==> src/rtl/dff_pipe_pkg.sv <==
// Shared helpers for the dff_pipe register pipeline.
// Sizes the occupancy counter so it can hold every value from 0 to DEPTH.
package dff_pipe_pkg;

    function automatic int unsigned occ_w(input int unsigned depth);
        return $clog2(depth + 1);
    endfunction

endpackage

==> src/rtl/dff_pipe_stage.sv <==
// One register stage of dff_pipe: a valid bit plus a data register.
// The data register loads only on a real, unflushed transfer, so bubbles never overwrite it.
module dff_pipe_stage #(
    parameter int unsigned      WIDTH     = 8,
    parameter logic [WIDTH-1:0] RESET_VAL = '0
) (
    input  logic             clk,
    input  logic             reset,
    input  logic             flush,
    input  logic             up_valid,
    input  logic [WIDTH-1:0] up_data,
    input  logic             dn_adv,
    output logic             v,
    output logic [WIDTH-1:0] d,
    output logic             adv
);

    logic             v_d;
    logic [WIDTH-1:0] d_d;
    logic             load;

    // dn_adv means the next stage (or the consumer) can take this word now.
    assign adv  = v & dn_adv;
    assign load = up_valid & ~flush;

    always_comb begin
        v_d = v;
        if (flush) begin
            v_d = 1'b0;
        end else if (up_valid) begin
            v_d = 1'b1;
        end else if (adv) begin
            v_d = 1'b0;
        end
    end

    always_comb begin
        d_d = d;
        if (load) begin
            d_d = up_data;
        end
    end

    always_ff @(posedge clk or posedge reset) begin
        if (reset) begin
            v <= 1'b0;
            d <= RESET_VAL;
        end else begin
            v <= v_d;
            d <= d_d;
        end
    end

endmodule

==> src/rtl/dff_pipe.sv <==
// DEPTH-stage, WIDTH-bit register pipeline with valid/ready at both ends.
// Stages stall independently and empty stages collapse under backpressure.
module dff_pipe
    import dff_pipe_pkg::*;
#(
    parameter int unsigned      WIDTH     = 8,
    parameter int unsigned      DEPTH     = 4,
    parameter logic [WIDTH-1:0] RESET_VAL = '0
) (
    input  logic                     clk,
    input  logic                     reset,
    input  logic                     flush,
    input  logic                     din_valid,
    output logic                     din_ready,
    input  logic [WIDTH-1:0]         din,
    output logic                     dout_valid,
    input  logic                     dout_ready,
    output logic [WIDTH-1:0]         dout,
    output logic [occ_w(DEPTH)-1:0]  occupancy
);

    localparam int unsigned OCC_W = occ_w(DEPTH);

    if (DEPTH == 0) begin : g_depth_check
        $error("dff_pipe: DEPTH must be at least 1");
    end
    if (WIDTH == 0) begin : g_width_check
        $error("dff_pipe: WIDTH must be at least 1");
    end

    logic [DEPTH-1:0] v;
    logic [DEPTH-1:0] adv;
    logic [DEPTH-1:0] room;
    logic [DEPTH-1:0] up_valid;
    logic [WIDTH-1:0] d       [DEPTH];
    logic [WIDTH-1:0] up_data [DEPTH];

    logic             in_xfer;
    logic             out_xfer;
    logic [OCC_W-1:0] occ_d;
    logic [OCC_W-1:0] occ_q;

    // room[i]: whatever sits downstream of stage i can absorb a word this cycle.
    // Derived from v alone so the ready chain never loops through the stage instances.
    always_comb begin
        room            = '0;
        room[DEPTH-1]   = dout_ready;
        for (int i = int'(DEPTH) - 2; i >= 0; i--) begin
            room[i] = ~v[i + 1] | room[i + 1];
        end
    end

    for (genvar i = 0; i < DEPTH; i++) begin : g_stage
        if (i == 0) begin : g_head
            assign up_valid[i] = in_xfer;
            assign up_data[i]  = din;
        end else begin : g_body
            assign up_valid[i] = adv[i - 1];
            assign up_data[i]  = d[i - 1];
        end

        dff_pipe_stage #(
            .WIDTH     (WIDTH),
            .RESET_VAL (RESET_VAL)
        ) u_stage (
            .clk      (clk),
            .reset    (reset),
            .flush    (flush),
            .up_valid (up_valid[i]),
            .up_data  (up_data[i]),
            .dn_adv   (room[i]),
            .v        (v[i]),
            .d        (d[i]),
            .adv      (adv[i])
        );
    end

    assign din_ready  = ~v[0] | adv[0];
    assign in_xfer    = din_valid & din_ready;
    assign out_xfer   = adv[DEPTH - 1];
    assign dout_valid = v[DEPTH - 1];
    assign dout       = d[DEPTH - 1];

    // Internal moves keep the count; only the two ends change it.
    always_comb begin
        occ_d = occ_q;
        if (flush) begin
            occ_d = '0;
        end else if (in_xfer && !out_xfer) begin
            occ_d = occ_q + OCC_W'(1);
        end else if (!in_xfer && out_xfer) begin
            occ_d = occ_q - OCC_W'(1);
        end
    end

    always_ff @(posedge clk or posedge reset) begin
        if (reset) begin
            occ_q <= '0;
        end else begin
            occ_q <= occ_d;
        end
    end

    assign occupancy = occ_q;

endmodule

==> config.mk <==
export PLATFORM = sky130hd
export DESIGN_NAME = dff_pipe
export DESIGN_NICKNAME = d
export VERILOG_FILES = /design/src/rtl/dff_pipe_pkg.sv /design/src/rtl/dff_pipe_stage.sv /design/src/rtl/dff_pipe.sv
export SDC_FILE = /design/constraint.sdc
export NUM_CORES = 1
export LEC_CHECK = 0
export CORE_ASPECT_RATIO = 1.5
export CORE_MARGIN = 3
export CORE_UTILIZATION = 40
export CTS_BUF_LIST = sky130_fd_sc_hd__clkbuf_16
export DETAILED_ROUTE_END_ITERATION = 10
export PLACE_DENSITY = 0.6
export SETUP_SLACK_MARGIN = 0.4
export SYNTH_ARGS = -nofsm -noshare
export SYNTH_HDL_FRONTEND = slang
export SYNTH_SLANG_ARGS = --single-unit
==> constraint.sdc <==
create_clock -name clk -period 4.4 [get_ports clk]
set_clock_uncertainty 0.15 [all_clocks]
set_input_delay 0.44 -clock clk [delete_from_list [all_inputs] [get_ports clk]]
set_output_delay 0.44 -clock clk [all_outputs]
set_load 0.01 [all_outputs]
==> results.py <==
metrics = {
    "global_route": {
        "grt_pass1_wl_mm": 4.78,
        "first_global_vias": 1038,
        "grt-ovfl-total": 0,
        "antenna_found_initial": 0,
        "grt_max_degree": 40,
        "grt_usage_pct": 12.5,
    },
    "logic_synthesis": {
        "synth-edff-count": 0,
        "yosys_warnings": 0,
        "yosysTopAreaCell": "dfrtp_1",
        "avgSynthCellArea_um2": 14.2,
        "syn-instance-count": 123,
        "async_flop_share_pct": 100,
        "synth_area_leaders": "dfrtp_1 56%, mux2_2 17%, mux2_4 6.9%",
        "ys_types": 25,
        "netlist_area_um2": 1750,
        "seq_area_frac_synth_pct": 55.8,
        "syn_nets": 137,
        "synth_flop_cell": "dfrtp_1",
        "synth_top_area_share_pct": 55.8,
        "synth_most_common_cell": "dfrtp_1",
        "synthTopCellsByCount": "39 x dfrtp_1, 27 x mux2_2, 9 x nor2_1",
        "ys_ff_latch": 39,
    },
    "power": {
        "irDropWorstVdd_mv": 0.364,
        "seqPwrFrac_pct": 48.0,
        "p_comb_share_pct": 21.2,
        "p_sw_share_pct": 22.8,
        "power.density_nw_per_um2": 501,
        "internal_power_uw": 805,
        "p_leak_uw": 0.000930,
        "power_frac_clock_pct": 30.8,
        "switchingPower_uw": 238,
    },
    "cells_and_area": {
        "diodes": 0,
        "areaGrowthSynthToFinish_pct": 19.1,
        "finalCoreUtilization_pct": 51.2,
        "finalNetCount": 157,
        "drive_above_1_share_pct": 32.4,
    },
    "floorplan": {
        "io_pins": 26,
        "die_w_um": 60.0,
        "fp.coreArea_um2": 4060,
        "rows": 28,
        "fp.dieH_um": 87.0,
        "die_area_um2": 5220,
        "initial_core_util_pct": 43.0,
    },
    "placed_design": {
        "gp_congestion": 0.705,
        "portBuffers": 25,
        "dp_hpwl_mm": 1.95,
    },
    "timing": {
        "maxSlewViolCount": 0,
        "setup_viol": 0,
        "period_minus_slack_ns": 2.40,
        "relSlewSlack_pct": 52.9,
        "rsz0062_at_grt": "false",
        "tightest_slew_ns": 0.704,
        "fin_crit_sh_pct": 54.6,
        "tns_ns": 0,
        "hold_viol": 0,
        "fmax_mhz": 416,
    },
    "critical_path": {
        "crit_chain": "clkdlybuf4s50_1 > a21boi_0 > and2_1 > fa_1 > a221oi_1 > mux2_2",
        "startpoint": "dout_ready",
        "endpoint_kind": "flop",
        "critPathKind": "in2reg",
        "cp.arrival_ns": 2.41,
        "critPathRequiredTime_ns": 4.41,
        "timing.rr.start": "g_stage[2].u_stage.v",
        "critical_path.max_stage_delay_ns": 0.56,
        "critPathLaunchType": "input pin",
        "crit_fanout": 4,
        "cp_top_family": "buffers and inverters",
        "cp_num_buf_inv": 1,
        "cp_slowest_cell": "clkdlybuf4s50_1",
    },
    "routing": {
        "remaining_drc_errors": 0,
        "vias": 964,
        "antenna_left": 0,
        "wl_per_cell_um": 14.5,
        "drt_iter0_markers": 33,
        "firstDrtPassIters": 4,
        "drt-vias-per-instance": 5.16,
        "finalWirelength_mm": 2.71,
    },
    "clocking": {
        "clock-sinks": 39,
        "cts-hold-fix-buffers": 0,
        "post_cts_buffers": 0,
        "clk_path_buf_depth": 2,
        "numCtsBuffers": 5,
        "cts_resized": 0,
        "clk_pin_slew_worst_paths_ns": 0.05,
        "cts-root-buf": "clkbuf_16",
        "cts_tree": "done",
        "clock_latency_ns": 0.27,
        "htree_levels": 2,
    },
    "hold_path": {
        "hp-class": "reg2reg",
        "worstHoldStart": "g_stage[2].u_stage.d[2]",
    },
    "job": {
        "maxCapViolCount": 0,
    },
    "run_status": {
        "status": "finished, final reports clean",
    },
}
-- worst paths after layout --
check	to	slack, ns	depth (start not counted)
setup / recovery	occupancy[2]	2.00	6
hold / removal	g_stage[3].u_stage.d[2]	0.35	1
setup reg to reg	occupancy[2]	2.24	5
hold reg to reg	g_stage[3].u_stage.d[2]	0.35	1
max in group asynchronous	g_stage[0].u_stage.v	3.34	3
min in group asynchronous	occupancy[0]	0.43	3
-- power groups by stage --
stage          combinational [uW]  sequential (uW)  clock, uW
6_report                      222              501        321
5_1_grt                       244              515        349
4_1_cts                       226              502        330
3_5_place_dp                  226              508          0
3_3_place_gp                  221              504          0
2_1_floorplan                 176              493          0
-- layer usage --
layer | track usage (%) | up-vias | routed length (um)
li1 | - | 456 | -
met1 | 14.1 | 475 | 1090
met2 | 20.5 | 25 | 1380
met3 | 4.01 | 8 | 154
met4 | 6.65 | 0 | 81
met5 | 0 | - | 0
-- state kept, by name, summed over array words and instances (netlist names) --
name / count
g_stage.u_stage.v: 4
g_stage.u_stage.d: 32
occupancy: 3
-- cell type report --
cell class / instances / area [um2]
repair buffers: 26 / 258
multi-input cells: 65 / 641
well taps: 45 / 56.3
inverters: 6 / 22.5
clock buffers: 5 / 125
flip-flops and latches: 39 / 976
fillers: 363 / 1980
clock inverters: 1 / 3.75
-- layout by cell type (no fill, tap or decap), types with 2 or more instances in the layout --
master and n:
nor2_1 9, nor2b_1 2, a31oi_1 2, mux2_4 8, mux2_2 27, clkbuf_16 5
a21oi_1 3, inv_1 7, dfrtp_1 39, clkdlybuf4s50_1 25
-- cell families (layout without fill, tap and decap cells) --
family / after synthesis / after routing / share of synthesized area, %
AOI/OAI and AO/OA: 10 / 10 / 4.80
muxes: 35 / 35 / 24.3
buffers and inverters: 19 / 38 / 7.52
DFF: 39 / 39 / 55.8
adders and majority gates: 1 / 1 / 1.15
and+or+nand+nor: 19 / 19 / 6.44
-- worst reg2reg max path, cell delays in order, from the launching register on --
cell and delay, ns:
dfrtp_1 0.49, nand4_1 0.15, and2_1 0.17, fa_1 0.41, a221oi_1 0.32, mux2_2 0.37
-- metrics by stage --
step / area [um2] / power (uW) / setup slack [ns] / hold slack, ns / cells
2_1_floorplan: 1750 / 669 / 2.37 / 0.324 / 123
3_3_place_gp: 1950 / 724 / 1.79 / 0.332 / 181
3_5_place_dp: 1950 / 734 / 1.70 / 0.338 / 181
4_1_cts: 2080 / 1060 / 1.98 / 0.350 / 187
5_1_grt: 2080 / 1110 / 1.87 / 0.367 / 187
6_report: 2080 / 1040 / 2.00 / 0.348 / 187
(Power assumes the default switching activity.)
